--- src/rtl/muxn_scan.sv ---
// muxn_scan: N-channel registered multiplexer with auto-scan, dwell timer, hold and wrap pulse.
module muxn_scan #(
    parameter int WIDTH = 8,
    parameter int NCH   = 4,
    parameter int SELW  = $clog2(NCH),
    parameter int DWELL = 4
) (
    input  logic                 clk,
    input  logic                 rst,
    input  logic [NCH*WIDTH-1:0] i_din,
    input  logic [SELW-1:0]      i_sel,
    input  logic                 i_mode,
    input  logic                 i_hold,
    output logic [WIDTH-1:0]     o_dout,
    output logic [SELW-1:0]      o_ch_out,
    output logic                 o_valid,
    output logic                 o_wrap
);
    localparam int CW = $clog2(DWELL + 1);
    localparam logic [SELW-1:0] LAST = SELW'(NCH - 1);
    localparam logic [CW-1:0] DLAST = CW'(DWELL - 1);

    logic [SELW-1:0]  r_ptr, w_ptr_nxt, w_ch_nxt;
    logic [CW-1:0]    r_cnt, w_cnt_nxt;
    logic             r_mode_prev, w_entry, w_adv, w_wrap_nxt;
    logic [WIDTH-1:0] w_dout_nxt;

    // dout follows the pointer value being loaded, so every channel gets a full dwell
    always_comb begin
        w_entry    = i_mode & ~r_mode_prev;
        w_adv      = r_cnt == DLAST;
        w_ptr_nxt  = !i_mode ? r_ptr
                   : w_entry ? (int'(i_sel) < NCH ? i_sel : '0)
                   : !w_adv ? r_ptr
                   : r_ptr == LAST ? '0 : r_ptr + SELW'(1);
        w_cnt_nxt  = !i_mode ? r_cnt : (w_entry | w_adv) ? '0 : r_cnt + CW'(1);
        w_wrap_nxt = i_mode & ~w_entry & w_adv & (r_ptr == LAST);
        w_ch_nxt   = i_mode ? w_ptr_nxt : i_sel;
        w_dout_nxt = '0;
        for (int k = 0; k < NCH; k++)
            if (w_ch_nxt == SELW'(k)) w_dout_nxt = i_din[k*WIDTH +: WIDTH];
    end

    always_ff @(posedge clk) begin
        if (rst) begin
            o_dout      <= '0;
            o_ch_out    <= '0;
            o_valid     <= 1'b0;
            o_wrap      <= 1'b0;
            r_ptr       <= '0;
            r_cnt       <= '0;
            r_mode_prev <= 1'b0;
        end else if (i_hold) begin
            o_wrap <= 1'b0;
        end else begin
            o_dout      <= w_dout_nxt;
            o_ch_out    <= w_ch_nxt;
            o_valid     <= 1'b1;
            o_wrap      <= w_wrap_nxt;
            r_ptr       <= w_ptr_nxt;
            r_cnt       <= w_cnt_nxt;
            r_mode_prev <= i_mode;
        end
    end
endmodule

--- config.mk ---
export PLATFORM = sky130hd
export DESIGN_NAME = muxn_scan
export DESIGN_NICKNAME = d
export VERILOG_FILES = /design/src/rtl/muxn_scan.sv
export SDC_FILE = /design/constraint.sdc
export NUM_CORES = 1
export LEC_CHECK = 0
export CAP_MARGIN = 40
export CORE_MARGIN = 2
export CORE_UTILIZATION = 42
export DETAILED_ROUTE_END_ITERATION = 8
export PLACE_DENSITY_LB_ADDON = 0.12
export REMOVE_ABC_BUFFERS = 1
export SETUP_SLACK_MARGIN = 0.3
export SLEW_MARGIN = 15
export SYNTH_ARGS = -nofsm -noshare
export SYNTH_HDL_FRONTEND = slang
export SYNTH_SLANG_ARGS = --single-unit
--- constraint.sdc ---
create_clock -name clk -period 4.26 [get_ports clk]
set_input_delay 0.852 -clock clk [delete_from_list [all_inputs] [get_ports clk]]
set_output_delay 0.852 -clock clk [all_outputs]
set_load 0.005 [all_outputs]
# == Word level (Yosys, flattened, before mapping) ==
# Index checks and enable logic that the tools add are counted.
# word_totals
register_bits,18
input_bits,38
out_inout_bits,12
word_cells,35
# classes
n_addsub,2
eq_ne,5
n_mux,10
bitwise,8
n_reduce_logical,3
# op_table
op,count
$mux W8,4
$mux W2,5
$eq A2 B2 Y1 const B,3
$and A1 B1 Y1,4
$add A3 B1 Y3 const B,1
$eq A3 B2 Y1 const B,1
$mux W3,1
$not A1 Y1,3
$add A2 B1 Y2 const B,1
$eq A2 B1 Y1 const B,1
$logic_not A2 Y1,1
$reduce_and A2 Y1,1
$reduce_or A2 Y1,1
$or A1 B1 Y1,1

# == Longest topological paths before layout ==
# depth
word_depth,11
ltp_mapped,7
depth_no_buf,6

# == Worst setup path after synthesis ==
# OpenSTA, ideal clock, no wires.
# synth_timing
path_kind,in2reg
start,input port i_mode
end,register o_dout[0]
setup_time_ps,136
arrival_time_ps,1860
required_time_ps,4124
slack_ps,2264
stages,5
n_path_buf,1
path_cell_list,nand2_1 mux2i_4 buf_12 mux2i_1 o221ai_1
# synth_between
elab_chain_cells,9
elab_cells_between_ends,12
cone_classes,eq/ne (3); mux (7); bitwise (1); reduce/logical (1)
# synth_rtl
item,line_no,rtl
from (decl),12,"input logic i_mode,"
$and A1 B1 Y1,30,w_entry = i_mode & ~r_mode_prev;
$mux W2,33,: w_entry ? (int'(i_sel) < NCH ? i_sel : '0)
$mux W2,32,w_ptr_nxt = !i_mode ? r_ptr
$mux W2 *,38,w_ch_nxt = i_mode ? w_ptr_nxt : i_sel;
$logic_not A2 Y1,41,if (w_ch_nxt == SELW'(k)) w_dout_nxt = i_din[k*WIDTH +: WIDTH];
$mux W8 (3 in series),41,
$mux W8 *,41,
to (signal assigned),56,o_dout <= w_dout_nxt;
to (decl),14,"output logic [WIDTH-1:0] o_dout,"
# Every way passes the cells marked *; elsewhere a longest branch is shown, timed or not.
# A chain may end at the register's enable or synchronous reset.

# == Final worst setup path ==
# Ends and elaborated chain as after synthesis.

==> report_table.html <==
<table>
<tr><th>Metric</th><th>Value</th></tr>
<tr><th colspan="2">Run status</th></tr>
<tr><td>Run status</td><td>complete, no violations</td></tr>
<tr><th colspan="2">Worst setup path</th></tr>
<tr><td>Critical Path Sink Type</td><td>register</td></tr>
<tr><td>Largest stage delay, worst path</td><td>0.69 ns</td></tr>
<tr><td>Maximum fanout encountered on the critical timing path</td><td>17</td></tr>
<tr><td>Number of cells traversed by the worst register-to-register path</td><td>6</td></tr>
<tr><td>Family with the most delay on the worst path</td><td>multiplexers</td></tr>
<tr><td>Cell with the largest stage delay on the worst path</td><td>mux2i_4</td></tr>
<tr><td>Worst R2R Start</td><td>r_cnt[0]</td></tr>
<tr><td>Crit path required time</td><td>approximately 4.4 ns</td></tr>
<tr><td>Crit Path Class</td><td>primary input to register</td></tr>
<tr><td>Capture instance of the worst register-to-register path</td><td>o_dout[0]</td></tr>
<tr><td>Sum of buffers and inverters on the critical path</td><td>1</td></tr>
<tr><td>Sort of element at the start of the critical path</td><td>primary input</td></tr>
<tr><td>Slack of the worst reg-to-reg path</td><td>between 1.5 and 2 ns</td></tr>
<tr><td>Arrival time at the worst endpoint</td><td>2.64 ns</td></tr>
<tr><td>Critical Path, Cell by Cell</td><td>clkdlybuf4s50_1 &gt; nand2_1 &gt; mux2i_4 &gt; mux2i_1 &gt; o221ai_1</td></tr>
<tr><th colspan="2">STA</th></tr>
<tr><td>Setup violations, final</td><td>0</td></tr>
<tr><td>Sum of negative setup slack</td><td>0 ns</td></tr>
<tr><td>Final count of hold timing violations</td><td>0</td></tr>
<tr><td>Maximum clock rate</td><td>403 MHz</td></tr>
<tr><td>Worst clock skew on the final layout</td><td>0.00463 ns</td></tr>
<tr><td>Fin Hold WS</td><td>~0.47 ns</td></tr>
<tr><td>Setup slack after layout</td><td>1.78 ns</td></tr>
<tr><td>Slew Viols, Final</td><td>0</td></tr>
<tr><td>Final period demand of the worst path</td><td>2.48 ns</td></tr>
<tr><td>RSZ-0062 raised after global routing</td><td>no</td></tr>
<tr><td>Period utilization</td><td>58.3%</td></tr>
<tr><td>Max_slew headroom</td><td>between 40% and 50%</td></tr>
<tr><td>Pin slew with the least headroom to its limit</td><td>0.762 ns</td></tr>
<tr><th colspan="2">Floorplan</th></tr>
<tr><td>Die extent in x</td><td>about 53 µm</td></tr>
<tr><td>Initial Utilization</td><td>between 40 and 50%</td></tr>
<tr><td>Num rows</td><td>17</td></tr>
<tr><td>I/O pin count</td><td>50</td></tr>
<tr><td>Die outline area</td><td>around 0.0028 mm²</td></tr>
<tr><td>Vert. Die Dim</td><td>~53 µm</td></tr>
<tr><td>Core Box Area</td><td>0.00223 mm²</td></tr>
<tr><th colspan="2">Hold path</th></tr>
<tr><td>Cells on Worst Hold Path</td><td>2</td></tr>
<tr><td>Min-delay src</td><td>o_valid</td></tr>
<tr><td>Kind of path behind the tightest hold check</td><td>register to register</td></tr>
<tr><td>End of the worst hold path</td><td>o_valid</td></tr>
<tr><th colspan="2">Layout</th></tr>
<tr><td>Number of nets in the final layout</td><td>191</td></tr>
<tr><td>Growth of design area from synthesis to finish</td><td>52.0%</td></tr>
<tr><td>Total inserted antenna cells</td><td>0</td></tr>
<tr><td>Post-layout instance count excluding filler cells</td><td>177</td></tr>
<tr><td>Post-route design area</td><td>0.00152 mm²</td></tr>
<tr><td>Layout cells sized above 1</td><td>under 10%</td></tr>
<tr><td>Number of filler cells placed in the layout</td><td>191</td></tr>
<tr><th colspan="2">Clocking</th></tr>
<tr><td>Latest clock arrival within the worst-skew pair</td><td>0.29 ns</td></tr>
<tr><td># Post-CTS Setup Buffers</td><td>0</td></tr>
<tr><td>Number of buffers created by CTS</td><td>3</td></tr>
<tr><td>Post-cts hold buffer count</td><td>0</td></tr>
<tr><td>CTS tree</td><td>yes</td></tr>
<tr><td>Register clock-pin slew on the reported worst setup and hold paths</td><td>0.11 ns</td></tr>
<tr><td>Count of H-tree levels built during CTS</td><td>1</td></tr>
<tr><td>Clock root cell</td><td>clkbuf_4</td></tr>
<tr><td>Sink Count</td><td>18</td></tr>
<tr><td>Clock buffer depth</td><td>2</td></tr>
<tr><td>Cts repair resizes</td><td>0</td></tr>
<tr><th colspan="2">Global routing</th></tr>
<tr><td>Initial antenna violation count</td><td>0</td></tr>
<tr><td>Overall track demand over capacity in global routing</td><td>19.4%</td></tr>
<tr><td>Via count of the first global-routing pass</td><td>between 900 and 1,000</td></tr>
<tr><td>Pin count of the biggest net entering global routing</td><td>20</td></tr>
<tr><td>First-pass GRT wire length</td><td>3.98 mm</td></tr>
<tr><td>Aggregate global routing overflow</td><td>0</td></tr>
<tr><th colspan="2">Synth</th></tr>
<tr><td>Per-instance average area after synthesis</td><td>9.69 µm²</td></tr>
<tr><td>Post-Syn Instances</td><td>between 100 and 150</td></tr>
<tr><td>Sequential fraction of the synthesis area</td><td>36.1%</td></tr>
<tr><td>Number of distinct standard cells referenced by the synthesized netlist</td><td>26</td></tr>
<tr><td>Xor/xnor share of the synthesized area</td><td>0%</td></tr>
<tr><td>Yosys synthesis warning count</td><td>0</td></tr>
<tr><td>Post-Synth Adder-Cell Area</td><td>between 3 and 4%</td></tr>
<tr><td>Register bit total from synthesis</td><td>18</td></tr>
<tr><td>Synthesized-area fraction occupied by ao, oa, aoi and oai cells</td><td>15.4%</td></tr>
<tr><td>Post-Syn Area</td><td>roughly 1000 µm²</td></tr>
<tr><td>Synthesized-area fraction occupied by and/or/nand/nor cells</td><td>18.9%</td></tr>
<tr><td>Dominant combinational cell family by area after synthesis</td><td>multiplexers</td></tr>
<tr><td>Multiplexer area fraction after synthesis</td><td>20.8%</td></tr>
<tr><th colspan="2">Placed design</th></tr>
<tr><td>Instance area after placement</td><td>0.00148 mm²</td></tr>
<tr><td>Number of port buffers</td><td>49</td></tr>
<tr><td>Sum of net half-perimeters after detailed placement</td><td>1.94 mm</td></tr>
<tr><td>Placed insts</td><td>173</td></tr>
<tr><td>Worst slack at placement</td><td>about 1.5 ns</td></tr>
<tr><td>Final estimated routing congestion in global placement</td><td>between 0.7 and 0.8</td></tr>
<tr><th colspan="2">Power and ir drop</th></tr>
<tr><td>Combinational Power Share</td><td>about a quarter</td></tr>
<tr><td>Reported net switching power</td><td>about 95 µW</td></tr>
<tr><td>Pint</td><td>296 µW</td></tr>
<tr><td>Clock network power share</td><td>26.9%</td></tr>
<tr><td>Sw Ratio</td><td>about a quarter</td></tr>
<tr><td>Peak supply drop</td><td>around 0.23 mV</td></tr>
<tr><td>Share of power burned in registers</td><td>a little under half</td></tr>
<tr><td>Leakage</td><td>0.602 nW</td></tr>
<tr><td>PD cells</td><td>257 mW/mm²</td></tr>
<tr><th colspan="2">Detailed routing</th></tr>
<tr><td>Initial DRC count</td><td>19</td></tr>
<tr><td>Vias</td><td>957</td></tr>
<tr><td>Count of nets left with antenna violations after detail routing</td><td>0</td></tr>
<tr><td>Total iterations of the first detailed-routing run</td><td>4</td></tr>
<tr><td>Final routed wire length divided by cell count</td><td>14.2 µm</td></tr>
<tr><td>Total length of routed wires</td><td>2.52 mm</td></tr>
<tr><td>Via-to-Cell Ratio</td><td>5.41</td></tr>
<tr><td>Remaining design rule violation count</td><td>0</td></tr>
<tr><th colspan="2">Run</th></tr>
<tr><td>Count of max-cap constraint violations</td><td>0</td></tr>
</table>
==> per-layer routing <==
layer | GRT usage [%] | vias up | wire length, µm | part of all wire [%]
li1 | - | 472 | - | -
met1 | 20.6 | 444 | 1010 | 40
met2 | 36.5 | 37 | 1330 | 53
met3 | 4.57 | 4 | 150 | 6.0
met4 | 7.26 | 0 | 28 | 1.1
met5 | 0 | - | 0 | 0
==> cells by family (layout without fill, tap and decap cells) <==
kind of cell / Yosys count / after routing
and+or+nand+nor: 33 / 33
muxes: 19 / 19
buffers and inverters: 9 / 55
AOI/OAI and AO/OA: 21 / 21
DFF: 18 / 18
adders and majority gates: 3 / 3
==> registers in the layout, indices dropped and copies added, names as in the netlist <==
signal,flops
o_ch_out,2
r_ptr,2
r_cnt,3
o_dout,8
o_valid,1
o_wrap,1
r_mode_prev,1
==> per-stage QoR <==
step           power, mW  util [%]
2_1_floorplan      0.227         -
3_3_place_gp       0.287      66.3
3_5_place_dp       0.290      66.3
4_1_cts            0.395      68.0
5_1_grt            0.412      68.0
6_report           0.391      68.0
==> how the worst max path moves through the flow <==
stage / startpoint / to / cells after the start / slack, ns
final: i_mode / o_dout[0] / 5 / 1.78
after global placement: i_mode / o_dout[5] / 5 / 1.54
after CTS: i_mode / o_dout[0] / 5 / 1.78
after floorplan: i_mode / o_dout[7] / 4 / 2.19
after detailed placement: i_mode / o_dout[0] / 5 / 1.46
after global routing: i_mode / o_dout[0] / 5 / 1.60
==> cell usage in the layout, fill, tap and decap left out, drive strengths merged, types with 3 or more instances in the layout <==
cell and instances:
a21oi 6, clkbuf 4, clkdlybuf4s50 49, dfxtp 18
ha 3, mux2i 18, nand2 6, nand2b 4
nand3b 8, nor2 9, o221ai 8
==> cell usage after synthesis (all sizes together) <==
| cell | number | area share [%] |
|---|---|---|
| dfxtp | 18 | 36 |
| mux2i | 18 | 19 |
| nor2 | 9 | 3.4 |
| nand3b | 8 | 6.0 |
| o221ai | 8 | 7.0 |
| a21oi | 6 | 3.0 |
| clkbuf | 6 | 2.3 |
| nand2 | 6 | 2.3 |
| nand2b | 4 | 2.5 |
| ha | 3 | 3.8 |
| inv | 2 | 0.75 |
| nor3 | 2 | 1.0 |
| a211o | 1 | 0.88 |
| a211oi | 1 | 0.75 |
| a21o | 1 | 0.75 |
| a22oi | 1 | 0.75 |
| and2b | 1 | 1.0 |
| buf | 1 | 2.0 |
| mux2 | 1 | 1.5 |
| nor2b | 1 | 0.63 |
| nor3b | 1 | 1.3 |
| nor4b | 1 | 0.88 |
| o21a | 1 | 0.75 |
| o22ai | 1 | 0.63 |
| o31a | 1 | 0.88 |
==> tightest hold or removal path: stages (launching register included) <==
cell and delay, ns:
dfxtp_1 0.33, inv_1 0.05, a21oi_1 0.05
==> power groups by stage <==
stage,clock network (mW),registers (mW),logic (mW)
floorplan,0,0.189,0.0375
global placement,0,0.189,0.0983
detailed placement,0,0.189,0.101
CTS,0.108,0.185,0.101
global route,0.116,0.187,0.108
finish,0.105,0.186,0.100
==> final cells by class <==
type	instances	area [µm²]	area share, %
Tap cell	28	35.0	2.31
Multi-Input combinational cell	76	588	38.7
Sequential cell	18	360	23.7
Timing Repair Buffer	49	490	32.3
Inverter	2	7.51	0.495
Clock buffer	4	36.3	2.39
Power figures use the tool's default switching activity.
